### config.mk
export PLATFORM = sky130hd
export DESIGN_NAME = data_sampling_cfg
export DESIGN_NICKNAME = d
export VERILOG_FILES = /design/src/rtl/uart_rx_pkg.sv /design/src/rtl/sample_point_decode.sv /design/src/rtl/data_sampling_cfg.sv
export SDC_FILE = /design/constraint.sdc
export NUM_CORES = 1
export LEC_CHECK = 0
export ABC_AREA = 1
export CORE_MARGIN = 3
export CORE_UTILIZATION = 25
export DETAILED_ROUTE_END_ITERATION = 16
export GPL_TIMING_DRIVEN = 0
export PLACE_DENSITY_LB_ADDON = 0.05
export SYNTH_ARGS = -nofsm -noshare
export SYNTH_HDL_FRONTEND = slang
export SYNTH_HIERARCHICAL = 1
export SYNTH_SLANG_ARGS = --single-unit
### constraint.sdc
create_clock -name clk -period 1.04 [get_ports clk]
set_clock_uncertainty 0.05 [all_clocks]
set_input_delay 0.208 -clock clk [delete_from_list [all_inputs] [get_ports clk]]
set_output_delay 0.208 -clock clk [all_outputs]
set_load 0.02 [all_outputs]
### src/rtl/uart_rx_pkg.sv
// -----------------------------------------------------------------------------
// uart_rx_pkg
//   Shared constants and helpers for the UART receive path: the legal
//   oversampling ratios, the indices of the three samples taken around the
//   bit centre, and the 3-input majority function used by the data-sampling
//   stage and by the start-bit / stop-bit checks.
// -----------------------------------------------------------------------------
package uart_rx_pkg;

  // Legal clocks-per-bit ratios.
  localparam int PRESCALE_8  = 8;
  localparam int PRESCALE_16 = 16;
  localparam int PRESCALE_32 = 32;

  // Sample positions around the bit centre: centre-1, centre, centre+1.
  localparam int IDX_PRE  = 0;
  localparam int IDX_MID  = 1;
  localparam int IDX_POST = 2;

  function automatic logic maj3(input logic a, input logic b, input logic c);
    return (a & b) | (a & c) | (b & c);
  endfunction

endpackage

### src/rtl/sample_point_decode.sv
// -----------------------------------------------------------------------------
// sample_point_decode
//   Purely combinational decode of the three sample points of a bit and of
//   the legality of the oversampling ratio. Also used by the start-bit
//   glitch filter.
//
//   Ports
//     prescale_i        clocks per bit
//     edge_cnt_i        position within the bit, 0..prescale-1
//     hit_p0_o          edge_cnt == centre-1
//     hit_p1_o          edge_cnt == centre
//     hit_p2_o          edge_cnt == centre+1
//     prescale_legal_o  prescale is a power of two in 8..2^(PRESCALE_W-1)
//
//   Hits are suppressed while prescale is illegal and for edge_cnt values at
//   or beyond prescale. PRESCALE_W must be at least 4.
// -----------------------------------------------------------------------------
module sample_point_decode
  import uart_rx_pkg::*;
#(
  parameter int PRESCALE_W = 6
) (
  input  logic [PRESCALE_W-1:0] prescale_i,
  input  logic [PRESCALE_W-1:0] edge_cnt_i,
  output logic                  hit_p0_o,
  output logic                  hit_p1_o,
  output logic                  hit_p2_o,
  output logic                  prescale_legal_o
);

  typedef logic [PRESCALE_W-1:0] cnt_t;

  localparam cnt_t PS_MIN = cnt_t'(PRESCALE_8);
  localparam cnt_t PS_MAX = cnt_t'(1) << (PRESCALE_W - 1);

  cnt_t centre;
  logic pow2;
  logic pos_ok;

  // NOTE: every signal assigned in an always_comb gets a value on every path
  // (defaults first) so no latch is inferred.
  always_comb begin
    centre           = prescale_i >> 1;
    pow2             = (prescale_i != '0) &&
                       ((prescale_i & (prescale_i - cnt_t'(1))) == '0);
    prescale_legal_o = pow2 && (prescale_i >= PS_MIN) && (prescale_i <= PS_MAX);
    pos_ok           = prescale_legal_o && (edge_cnt_i < prescale_i);
    hit_p0_o         = pos_ok && (edge_cnt_i == centre - cnt_t'(1));
    hit_p1_o         = pos_ok && (edge_cnt_i == centre);
    hit_p2_o         = pos_ok && (edge_cnt_i == centre + cnt_t'(1));
  end

endmodule

### src/rtl/data_sampling_cfg.sv
// -----------------------------------------------------------------------------
// data_sampling_cfg
//   UART RX data-sampling stage with runtime-selectable oversampling
//   (8/16/32 clocks per bit). Each bit is resolved either by a 3-sample
//   majority vote around the bit centre or by the single centre sample, and
//   announced with a one-cycle sample_valid strobe one clock after the last
//   sample point.
//
//   Ports
//     clk           system clock, rising edge
//     rst           asynchronous reset, active low
//     rx_in         synchronised serial line
//     data_samp_en  sampling enable from the RX FSM
//     prescale      clocks per bit (8, 16 or 32 legal)
//     edge_cnt      position within the bit, 0..prescale-1
//     maj_mode      1: 3-sample majority, 0: single centre sample
//     sampled_bit   resolved bit value (RST_BIT after reset)
//     sample_valid  one-cycle strobe marking a new sampled_bit
//     cfg_err       high (registered) while prescale is illegal
//     noise_err     only with DATA_SAMPLING_NOISE_EN: pulses with
//                   sample_valid when the three majority samples disagree
//
//   Build option: define DATA_SAMPLING_NOISE_EN to add noise_err.
// -----------------------------------------------------------------------------
module data_sampling_cfg
  import uart_rx_pkg::*;
#(
  parameter int   PRESCALE_W = 6,
  parameter logic RST_BIT    = 1'b1
) (
  input  logic                  clk,
  input  logic                  rst,
  input  logic                  rx_in,
  input  logic                  data_samp_en,
  input  logic [PRESCALE_W-1:0] prescale,
  input  logic [PRESCALE_W-1:0] edge_cnt,
  input  logic                  maj_mode,
  output logic                  sampled_bit,
  output logic                  sample_valid,
  output logic                  cfg_err
`ifdef DATA_SAMPLING_NOISE_EN
  ,
  output logic                  noise_err
`endif
);

  logic hit_p0, hit_p1, hit_p2, prescale_legal;

  sample_point_decode #(
    .PRESCALE_W(PRESCALE_W)
  ) u_decode (
    .prescale_i      (prescale),
    .edge_cnt_i      (edge_cnt),
    .hit_p0_o        (hit_p0),
    .hit_p1_o        (hit_p1),
    .hit_p2_o        (hit_p2),
    .prescale_legal_o(prescale_legal)
  );

  // Only the first two samples are stored; the post-centre sample is taken
  // straight from rx_in on the resolve cycle. All three capture flags are
  // kept: f[IDX_POST] marks that this bit has already reached its resolve
  // point, so a stalled edge_cnt can never produce a second strobe.
  logic [IDX_MID:IDX_PRE]  s_q, s_d;
  logic [IDX_POST:IDX_PRE] f_q, f_d;
  logic sampled_bit_q, sampled_bit_d;
  logic sample_valid_q, sample_valid_d;
  logic cfg_err_q, cfg_err_d;
  logic noise_q, noise_d;
  logic flag_clr, resolve;

  always_comb begin
    s_d            = s_q;
    f_d            = f_q;
    sampled_bit_d  = sampled_bit_q;
    sample_valid_d = 1'b0;
    noise_d        = 1'b0;
    cfg_err_d      = ~prescale_legal;

    // A new bit (edge_cnt==0), a dropped enable or an illegal ratio discards
    // any partially captured bit.
    flag_clr = ~prescale_legal || ~data_samp_en || (edge_cnt == '0);
    resolve  = data_samp_en && hit_p2 && ~f_q[IDX_POST];

    if (flag_clr) begin
      f_d = '0;
    end else begin
      if (hit_p0) begin
        s_d[IDX_PRE] = rx_in;
        f_d[IDX_PRE] = 1'b1;
      end
      if (hit_p1) begin
        s_d[IDX_MID] = rx_in;
        f_d[IDX_MID] = 1'b1;
      end
      if (hit_p2) begin
        f_d[IDX_POST] = 1'b1;
      end
    end

    if (resolve) begin
      if (maj_mode) begin
        if (f_q[IDX_PRE] && f_q[IDX_MID]) begin
          sample_valid_d = 1'b1;
          sampled_bit_d  = maj3(s_q[IDX_PRE], s_q[IDX_MID], rx_in);
          noise_d        = ~((s_q[IDX_PRE] == s_q[IDX_MID]) &&
                             (s_q[IDX_MID] == rx_in));
        end
      end else if (f_q[IDX_MID]) begin
        sample_valid_d = 1'b1;
        sampled_bit_d  = s_q[IDX_MID];
      end
    end
  end

  // NOTE: sequential state uses non-blocking assignments only, so every
  // register samples the pre-edge value of every other register.
  // NOTE: every register, sample storage included, has a defined reset value
  // so the stage never strobes out a bit assembled before reset.
  always_ff @(posedge clk or negedge rst) begin
    if (!rst) begin
      s_q            <= '0;
      f_q            <= '0;
      sampled_bit_q  <= RST_BIT;
      sample_valid_q <= 1'b0;
      cfg_err_q      <= 1'b0;
      noise_q        <= 1'b0;
    end else begin
      s_q            <= s_d;
      f_q            <= f_d;
      sampled_bit_q  <= sampled_bit_d;
      sample_valid_q <= sample_valid_d;
      cfg_err_q      <= cfg_err_d;
      noise_q        <= noise_d;
    end
  end

  assign sampled_bit  = sampled_bit_q;
  assign sample_valid = sample_valid_q;
  assign cfg_err      = cfg_err_q;

`ifdef DATA_SAMPLING_NOISE_EN
  assign noise_err = noise_q;
`else
  // Without the noise output the disagreement flag has no consumer.
  logic noise_unused;
  assign noise_unused = noise_q;
`endif

endmodule

* Word-level counts from Yosys, hierarchy flattened *
Index checks and enable logic that the tools add are counted.

storage, ports and cells
  flip-flop bits (word level) = 8
  input bits = 17

cells by class
  $lt $le $gt $ge = 3
  reduce and logical (&&, ||, !) cells = 22
  $add $sub $neg = 3
  eq/ne operators = 4
  bitwise gates (word level) = 10
  mux-type cells = 11

operators with widths
  cell                 number
  $eq 6x6->1           2
  $logic_not 6->1      2
  $logic_and 1x1->1    10
  $mux 1               10
  $reduce_bool 2->1    4
  $add 5x1->6 const B  1
  $and 6x6->6          1
  $eq 6x5->1           1
  $ge 6x4->1 const B   1
  $le 6x6->1 const B   1
  $lt 6x6->1           1
  $reduce_bool 6->1    1
  $sub 5x1->6 const B  1
  $sub 6x1->6 const B  1
  $not 1->1            4
  $reduce_and 2->1     2
  $and 1x1->1          3
  $mux 3               1
  $reduce_and 3->1     1
  $logic_or 1x1->1     2
  $ne 2x1->1 const B   1
  $or 1x1->1           2

* Longest topological paths before layout *
Gate-level depths: netlist of run 1.

  depth after elaboration = 11
  gate-level depth with buffers = 14
  depth with buffers taken out = 13

* Modules after synthesis *
Netlist of run 1, hierarchy kept.

by module, submodules not included
  module               sequential area each (µm²)  area an instance (µm²)  cells an instance  instances
  sample_point_decode  0.0                         584.3                   121                1
  data_sampling_cfg    201.4                       370.4                   40                 1

* Worst setup path before layout of run 1 *
Ideal clock, no wire load.

  path type = input -> register
  from = in prescale[4]
  to = reg sampled_bit_q, in the netlist sampled_bit
  slack = -0.505 ns
  library setup time = 0.079 ns
  cell stages on the path = 11
  path buffers = 1
  arrival = 1.416 ns
  cells stage by stage = buf_6 > inv_2 > ha_1 > nand3_1 > nand2_1 > a21oi_1 > nand2_2 > nor2_1 > nand4_1 > o21ai_0 > nand2_1

on the way
  cells in the longest elaborated chain, start to end = 11
  elaborated cells on any way between the ends = 17

RTL lines
  what                                line                       RTL
  from (decl)                         data_sampling_cfg.sv:35    input logic [PRESCALE_W-1:0] prescale,
  $sub 6x1->6                         sample_point_decode.sv:45  ((prescale_i & (prescale_i - cnt_t'(1))) == '0);
  $and 6x6->6                         sample_point_decode.sv:45
  $logic_not 6->1                     sample_point_decode.sv:45
  $logic_and 1x1->1                   sample_point_decode.sv:44  pow2 = (prescale_i != '0) &&
  $logic_and 1x1->1 (2 in a row)      sample_point_decode.sv:46  prescale_legal_o = pow2 && (prescale_i >= PS_MIN) && (prescale_i <= PS_MAX);
  $logic_and 1x1->1                   sample_point_decode.sv:47  pos_ok = prescale_legal_o && (edge_cnt_i < prescale_i);
  $logic_and 1x1->1 (*)               sample_point_decode.sv:50  hit_p2_o = pos_ok && (edge_cnt_i == centre + cnt_t'(1));
  via hit_p2                          data_sampling_cfg.sv:47    logic hit_p0, hit_p1, hit_p2, prescale_legal;
  $logic_and 1x1->1 (*) (2 in a row)  data_sampling_cfg.sv:83    resolve = data_samp_en && hit_p2 && ~f_q[IDX_POST];
  $reduce_and 3->1 (no line) (*)      n/a
  to (signal assigned)                data_sampling_cfg.sv:131   sampled_bit_q <= sampled_bit_d;
  to (decl)                           data_sampling_cfg.sv:66    logic sampled_bit_q, sampled_bit_d;

The timed path passes the listed nets; every way through them passes the cells marked *.
A chain may end at the register's enable or synchronous reset.

* Worst setup path after layout of run 1 *
  from = in prescale[1]
  to = reg sampled_bit_q, in the netlist sampled_bit

The elaborated chain is that of the path after synthesis.

==> impl_results.md, run 1 <==
- Initial antenna violation count: 0
- Commonest cells after routing, fill and taps aside: nand2_1 (58), nor2_1 (16), inv_1 (11)
- Share of the synthesized area in the top cell type: 0.2477
- DIE WIDTH: 67.80 um
- First-pass GRT wire length: approximately 4500 um
- Power Internal: 783.0 uW
- Initial DRC count: 73
- Clk_lat worst skew: between 200 and 250 ps
- Row count: 21
- Clk pwr share: 0.337
- RePlAce Congestion: 0.7286
- CTS max path bufs: 2
- Final cell count without fillers: 240
- Status: complete, but fails checks
- R2R Setup Slk: 120 ps
- Final slew viol count: 0
- Vias per cell: 4.525
- Final critical-path share of the clock period: 1.370
- Register bit total from synthesis: 8
- YS warnings: 6
- Hold Crit Class: in -> async
- DP HPWL: about 2200 um
- Filler instances: ~380
- Asr flop ratio synth: 1.000
- Sequential power share: 0.273
- Critical Path Start Type: input port
- Period minus WS final: between 1000 and 1500 ps
- Failing checks: negative setup slack
- Syn Inst Count: roughly 160
- Syn_nets: between 150 and 200
- Clock buffer count from CTS: 3
- Pleak: roughly 0.00074 uW
- I/O Buffers: 18
- Die height: slightly below 70 um
- # DRC: 0
- Post-synthesis cell type count: 21
- DR vias: approximately 1,100
- Post-CTS Hold Fix Bufs: 0
- PD cells: ~750 nW/um^2
- Worst Path Arrival: approximately 1500 ps
- Synth Area per Inst: a little under 6 um^2
- Die Area: about 4600 um^2
- Sequential cell area fraction in the yosys report: 0.2110
- First-pass DRT Iterations: 4
- Max transition margin: 0.7500
- Commonest non-fill, non-tap cell in the layout: nand2_1
- Switching part of the total: 0.3196
- CTS tree: built
- Vias in the first global route: around 1,100
- Root buf cell: clkbuf_8
- Largest net degree at the start of global routing: 11
- Reg clk slew, reported paths: approximately 40 ps
- Fmax: 701.7 MHz
- Post-synth EDFFs: 0
- WP data required: 1160 ps
- Reg2reg start: f_q[2]$_DFFE_PN0P_
- Sw Pwr: about 370 uW
- Layout cells sized above 1: 0.3557
- Core footprint: between 3000 and 4000 um^2
- Cell taking the most area after synthesis: nand2_1
- Starting Density: 0.2732
- Synth Flop Type: dfrtp_1
- Worst VDD drop: between 0.2 and 0.3 mV
- Tot Pwr: between 1000 and 1500 uW
- Clock sinks: 8
- Tightest Pin Transition: between 300 and 400 ps
- Antenna diodes: 0
- RSZ-0062 raised after global routing: yes
- Final worst setup slack: -385.1 ps
- Routed wire length: 2702 um
- Synthesized area: about 950 um^2
- Top cells by area, synth: nand2_1 (25%), dfrtp_1 (18%), ha_1 (10%)
- Final setup violation count: 9
- Max_cap viols: 0
- Fin. Hold Viols: 0
- # IOs: 20
- Antenna viol nets, final: 0
- H-tree levels: 1
- Combinational power share: 0.389
- Kind of critical path: in -> reg
- Global route overflow: 0
- Cells after DPL: 225
- P&R area growth vs syn: 60.03%
- All-layer global routing usage: 0.1291
- R2r worst-path depth: 5
- Crit Reg-Reg Endpoint: sampled_bit$_DFFE_PN1P_
- Final nets: 220
- Wire per inst: ~11 um
- Crit Path Max Fanout: 5
- CP Capture Type: flop
-- logic make-up (layout without fill, tap and decap cells) --
group	Yosys count	in the layout	synth area share
compound gates	13	13	0.07339
xor+xnor	1	1	0.009176
fa+ha+maj	8	8	0.1049
buf+inv	23	56	0.09830
flops	8	8	0.2110
simple gates	108	108	0.5033
-- synthesized netlist by cell type, types with 2 or more instances --
master	count
dfrtp_1	7
inv_1	16
nand4_1	5
nand2_2	2
a21oi_1	3
inv_2	5
nand2_1	63
o21ai_1	2
nor2_2	5
o21ai_0	7
nor2_1	18
ha_1	8
nand3_1	10
nand3b_1	3
-- stage by stage --
step           utilization  TNS [ps]  hold WS [ps]  area, um^2  worst slack (ps)
3_3_place_gp        0.3810    -10250         419.3        1331             -1382
2_1_floorplan            -     -1763        -137.6        1094            -330.3
4_1_cts             0.4110     -2177         225.5        1436            -388.7
5_1_grt             0.4372     -3279         231.3        1528            -491.6
6_report            0.4372     -2428         215.5        1528            -385.1
3_5_place_dp        0.3810    -10480         421.3        1331             -1414
-- power by group through the flow --
stage          logic (uW)  registers [uW]  clock network [uW]
3_5_place_dp          385             319                   0
3_3_place_gp          381             319                   0
2_1_floorplan         228             321                   0
6_report              448             315                 388
5_1_grt               494             315                 422
4_1_cts               411             315                 409
-- registers in the layout, summed over array words and instances (netlist names) --
signal / count
s_q: 2
f_q: 3
sampled_bit: 1
cfg_err: 1
sample_valid: 1
-- how the worst max path moves through the flow --
stage / from / cells after the start / endpoint
detailed placement: prescale[1] / 12 / sampled_bit$_DFFE_PN1P_
global placement: prescale[1] / 12 / sampled_bit$_DFFE_PN1P_
CTS: prescale[1] / 13 / sampled_bit$_DFFE_PN1P_
floorplan: prescale[4] / 12 / sampled_bit$_DFFE_PN1P_
finish: prescale[1] / 12 / sampled_bit$_DFFE_PN1P_
global route: prescale[1] / 13 / sampled_bit$_DFFE_PN1P_
-- cell type report --
class	instances	area (um^2)	share of cell area
Inverter	22	117.6	0.07699
Sequential cell	8	201.4	0.1319
Buffer	1	20.02	0.01310
Clock buffer	4	45.04	0.02948
Multi-Input combinational cell	130	814.5	0.5332
Timing Repair Buffer	29	271.5	0.1777
Tap cell	46	57.56	0.03767
-- critical path, stage by stage --
cell and delay [ps]:
buf_12 120, ha_1 220, nand3b_1 160, nand2_1 70, nand2_1 60, nor2_1 90
nand2_1 90, nor2_4 120, nand4_1 120, nor2_1 150, nand2_1 60, nand2_1 50
-- timing repair --
action                     in CTS  in global routing
hold endpoints to repair        0                  0
setup endpoints to repair      11                  9
buffers inserted                6                  5
gates resized for setup        80                 18
gates cloned                    0                  0
pin swaps                      15                 15
-- metal layers --
metal	wire length [um]	track usage	share of wire	vias up
met5	0	0	0	-
met4	19	0.03722	0.0070	0
met3	125	0.01997	0.046	2
met1	1227	0.1590	0.45	483
met2	1330	0.2296	0.49	26
li1	-	-	-	575
Note: power is estimated with default switching activity, not from simulation.
==> inputs of run 2 (changes only) <==
- ABC_CLOCK_PERIOD_IN_PS: default -> 1200
- clock period: 1.04 -> 1.2 ns (I/O delays scaled with it)
==> run 2 against run 1 <==
Effect of this change:
- the run still ends with negative setup slack left
- non-clock buffer count unchanged
- hold slack gained 32 ps
- power shrank 13%
- sequential power is 13% lower
- combinational power shrank 13%
- register-to-register slack better by 160 ps
- first-iteration DRC count unchanged
- critical path type unchanged
- largest power group unchanged
==> impl_results.md, run 2 (synthesis results as in run 1) <==
- Die height: between 60 and 70 um
- Clk_lat worst skew: between 200 and 250 ps
- RSZ-0062 raised after global routing: yes
- Largest net degree at the start of global routing: 11
- Final critical-path share of the clock period: 1.217
- R2r worst-path depth: 5
- Fmax: 684.7 MHz
- # DRC: 0
- Crit path buffers/inverters: 1
- All-layer global routing usage: 0.1294
- Initial antenna violation count: 0
- Fin. Hold Viols: 0
- RePlAce Congestion: ~0.73
- Die Area: roughly 4600 um^2
- WP data required: about 1300 ps
- Worst VDD drop: around 0.25 mV
- Commonest non-fill, non-tap cell in the layout: nand2_1
- Global route overflow: 0
- Initial DRC count: 73
- Core footprint: between 3000 and 4000 um^2
- Layout cells sized above 1: 0.3454
- CTS tree: built
- DP HPWL: approximately 2200 um
- Tightest Pin Transition: 374.0 ps
- Top cell by count, worst path: nand2_1
- CTS max path bufs: 2
- Pleak: between 0.0007 and 0.0008 uW
- Filler instances: 380
- Commonest cells after routing, fill and taps aside: nand2_1 (58), nor2_1 (16), inv_1 (11), buf_4 (11), dfrtp_1 (7)
- Vias per cell: approximately 4.6
- Cells after DPL: between 200 and 250
- H-tree levels: 1
- PD cells: ~650 nW/um^2
- # IOs: 20
- Slowest stage delay, CP: about 220 ps
- First-pass DRT Iterations: 4
- Final cell count without fillers: between 200 and 250
- CP Depth: 12
- Reg clk slew, reported paths: about 40 ps
- Clock sinks: 8
- Kind of critical path: in -> reg
- Crit Path Max Fanout: 5
- Crit path max-delay family: simple AND/OR/NAND/NOR gates
- Final nets: between 200 and 250
- Antenna viol nets, final: 0
- Row count: 21
- Starting Density: 0.2732
- First-pass GRT wire length: about 4500 um
- Period minus WS final: about 1500 ps
- Final setup violation count: 7
- Critical Path, Cell by Cell: buf_12 -> ha_1 -> nand3b_1 -> nand2_1 -> nand2_1 -> nor2_1 -> nand2_1 -> nor2_4 -> nand4_1 -> nor2_1 -> nand2_1 -> nand2_1
- Routed wire length: 2709 um
- Crit Reg-Reg Endpoint: sampled_bit$_DFFE_PN1P_
- Final core occ: 0.4379
- FF+latch area: 201.4 um^2
- Final worst setup slack: -260.4 ps
- Final slew viol count: 0
- CP max stage cell: ha_1
- Worst Path Arrival: between 1500 and 2000 ps
- Max_cap viols: 0
- Critical Path Start Type: input port
- Clock buffer count from CTS: 3
- Vias in the first global route: 1,055
- DIE WIDTH: about 68 um
- Wire per inst: between 10 and 15 um
- Failing checks: negative setup slack
- Largest registers: f_q: 3 flops, s_q: 2 flops
- Area of the multi-input gates: between 800 and 900 um^2
- P&R area growth vs syn: 60.29%
- Number of flip-flops in the largest register: 3
- Hold Crit Class: in -> async
- I/O Buffers: 18
- Reg2reg start: f_q[2]$_DFFE_PN0P_
- Antenna diodes: 0
- R2R Setup Slk: 280 ps
- DR vias: approximately 1,100
- CP Capture Type: flop
- Max transition margin: 0.7499
- Largest register by flop count: f_q
- Status: complete, but fails checks
- Root buf cell: clkbuf_8
-- run 2: power breakdown --
| group | switching (uW) | total [uW] | internal, uW |
|---|---|---|---|
| clock network | 106 | 336 | 230 |
| logic | 213 | 389 | 176 |
| registers | 0.424 | 273 | 272 |
-- run 2: worst register-to-register path, stage by stage, from the launching register on --
cell	delay [ps]
dfrtp_1	360
inv_1	60
nand4_1	120
nor2_1	150
nand2_1	60
nand2_1	50
-- run 2: cell type report --
cell class / instances / area share
multi-input combinational: 130 / 0.5323
timing repair buffer: 29 / 0.1791
sequential: 8 / 0.1316
inverter: 22 / 0.07686
tap: 46 / 0.03761
clock buffer: 4 / 0.02944
buffer: 1 / 0.01308
-- run 2: repair_timing --
action                     CTS  global route
pin swaps                   15            15
buffers inserted             6             5
hold buffers                 0             0
setup endpoints to repair   11             9
gates resized for setup     73            19
-- run 2: worst max-delay path by stage --
stage | start | end | slack, ps
after floorplan | prescale[4] | sampled_bit$_DFFE_PN1P_ | -200
after global placement | prescale[1] | sampled_bit$_DFFE_PN1P_ | -1250
after detailed placement | prescale[1] | sampled_bit$_DFFE_PN1P_ | -1290
after CTS | prescale[1] | sampled_bit$_DFFE_PN1P_ | -260
after global routing | prescale[1] | sampled_bit$_DFFE_PN1P_ | -360
final | prescale[1] | sampled_bit$_DFFE_PN1P_ | -260
-- run 2: routing by layer --
layer / global-route usage / part of all wire / up-vias
li1: - / - / 575
met1: 0.1590 / 0.47 / 495
met2: 0.2309 / 0.49 / 20
met3: 0.01997 / 0.032 / 2
met4: 0.03722 / 0.0070 / 0
met5: 0 / 0 / -
-- run 2: metrics by stage --
step / power [uW] / area, um^2 / setup TNS [ps] / setup slack [ps] / hold slack [ps]
after floorplan: 475.9 / 1094 / -866.8 / -202.3 / -105.6
after global placement: 606.2 / 1331 / -8876 / -1254 / 419.3
after detailed placement: 610.6 / 1331 / -9091 / -1286 / 421.3
after CTS: 983.9 / 1439 / -1191 / -260.7 / 257.5
after global routing: 1066 / 1530 / -2135 / -363.6 / 263.3
final: 997.6 / 1530 / -1375 / -260.4 / 247.7
==> inputs of run 3 (changes only) <==
- SKIP_LAST_GASP: default -> 1
==> run 3 against run 2 <==
Effect of this change:
- the run still ends with negative setup slack left
- combinational power about the same
- power about the same
- largest power group unchanged
- critical path depth is the same
==> impl_results.md, run 3 (synthesis results as in run 1) <==
- Status: complete, but fails checks
- Failing checks: negative setup slack
- First-pass GRT wire length: 4526 um
- Root buf cell: clkbuf_8
- Clock buffer count from CTS: 3
- # IOs: 20
- Fin. Hold Viols: 0
- Wire per inst: 11.28 um
- R2R Setup Slk: 280 ps
- Initial antenna violation count: 0
- Die Area: 4596 um^2
- All-layer global routing usage: 0.1294
- Hold Crit Class: in -> async
- Kind of critical path: in -> reg
- Antenna diodes: 0
- Layout cells sized above 1: 0.3402
- P&R area growth vs syn: 60.29%
- Pleak: 0.0007423 uW
- Reg clk slew, reported paths: around 40 ps
- Crit Reg-Reg Endpoint: sampled_bit$_DFFE_PN1P_
- Final worst setup slack: -260.4 ps
- R2r worst-path depth: 5
- Worst Path Arrival: 1580 ps
- Final setup violation count: 7
- Final critical-path share of the clock period: 1.217
- CTS tree: built
- Antenna viol nets, final: 0
- Global route overflow: 0
- Row count: 21
- CP Capture Type: flop
- Starting Density: 0.2732
- Final nets: 220
- RePlAce Congestion: ~0.73
- Routed wire length: 2708 um
- Largest registers: f_q: 3 flops, s_q: 2 flops
- Worst Setup EP: sampled_bit$_DFFE_PN1P_
- Largest net degree at the start of global routing: 11
- Clk_lat worst skew: 230 ps
- DR vias: between 1,000 and 1,500
- Final cell count without fillers: 240
- Initial DRC count: 73
- Critical path origin: prescale[1]
- Die height: around 68 um
- Commonest cells after routing, fill and taps aside: nand2_1 (58), nor2_1 (16), inv_1 (12)
- Reg2reg start: f_q[2]$_DFFE_PN0P_
- Number of flip-flops in the largest register: 3
- Vias in the first global route: 1,055
- RSZ-0062 raised after global routing: yes
- PD cells: approximately 650 nW/um^2
- DIE WIDTH: 67.80 um
- Crit Path Max Fanout: 5
- Critical Path Start Type: input port
- I/O Buffers: 18
- Worst VDD drop: 0.2515 mV
- First-pass DRT Iterations: 4
- WP data required: 1320 ps
- Core footprint: around 3500 um^2
- Max_cap viols: 0
- H-tree levels: 1
- Final slew viol count: 0
- # DRC: 0
- Tightest Pin Transition: roughly 370 ps
- Clock sinks: 8
- Largest register by flop count: f_q
- CTS max path bufs: 2
- Vias per cell: between 4 and 5
- Post-CTS Hold Fix Bufs: 0
- Max transition margin: 0.7499
- Fmax: 684.7 MHz
- DP HPWL: between 2000 and 2500 um
- Commonest non-fill, non-tap cell in the layout: nand2_1
- Period minus WS final: around 1500 ps
- Cells after DPL: between 200 and 250
- Min Hold Slack: roughly 250 ps
run 3: changes by cell type in the layout (fill, tap and decap cells not counted):
cell	delta
inv_2	-1
inv_1	+1
run 3: what timing repair did:
action | in CTS | in global routing
pin swaps | 15 | 15
resized for setup | 73 | 18
buffers inserted | 6 | 5
setup endpoints to repair | 11 | 9
run 3: area by class of cell:
| cell class | instances | area, um^2 |
|---|---|---|
| repair buffers | 29 | 274.0 |
| fillers | 380 | 1964 |
| inverters | 22 | 117.6 |
| multi-input cells | 130 | 814.5 |
| clock buffers | 4 | 45.04 |
| plain buffers | 1 | 20.02 |
| well taps | 46 | 57.56 |
| flip-flops and latches | 8 | 201.4 |
run 3: per-stage QoR:
| stage | setup WS (ps) | setup TNS (ps) | cell area, um^2 | utilization | total power (uW) |
|---|---|---|---|---|---|
| detailed placement | -1286 | -9091 | 1331 | 0.3810 | 610.6 |
| global placement | -1254 | -8876 | 1331 | 0.3810 | 606.2 |
| floorplan | -202.3 | -866.8 | 1094 | - | 475.9 |
| global route | -363.6 | -2144 | 1530 | 0.4379 | 1066 |
| finish | -260.4 | -1375 | 1530 | 0.4379 | 997.3 |
| CTS | -260.7 | -1191 | 1439 | 0.4117 | 983.9 |
run 3: worst min-delay path by stage:
stage,from,end,slack (ps)
floorplan,rst,cfg_err$_DFF_PN0_,-110
CTS,rst,sample_valid$_DFF_PN0_,260
detailed placement,s_q[0]$_DFFE_PN0P_,s_q[0]$_DFFE_PN0P_,420
finish,rst,sample_valid$_DFF_PN0_,250
global placement,s_q[0]$_DFFE_PN0P_,s_q[0]$_DFFE_PN0P_,420
global route,rst,sample_valid$_DFF_PN0_,260
run 3: worst max-delay path, stage by stage:
cell and delay [ps]:
buf_12 120, ha_1 220, nand3b_1 160, nand2_1 70
nand2_1 60, nor2_1 90, nand2_1 90, nor2_4 120
nand4_1 120, nor2_1 150, nand2_1 60, nand2_1 50
run 3: metal layers:
layer  routed length (um)  vias to the layer above  track usage  share of wire
met5                    0                        -            0              0
met4                   19                        0      0.03722         0.0070
met3                   83                        2      0.01997          0.031
met2                 1343                       18       0.2309           0.50
met1                 1263                      497       0.1590           0.47
li1                     -                      575            -              -
run 3: power by group:
part           internal [uW]  switching [uW]
registers                272           0.424
clock network            230             106
logic                    176             213
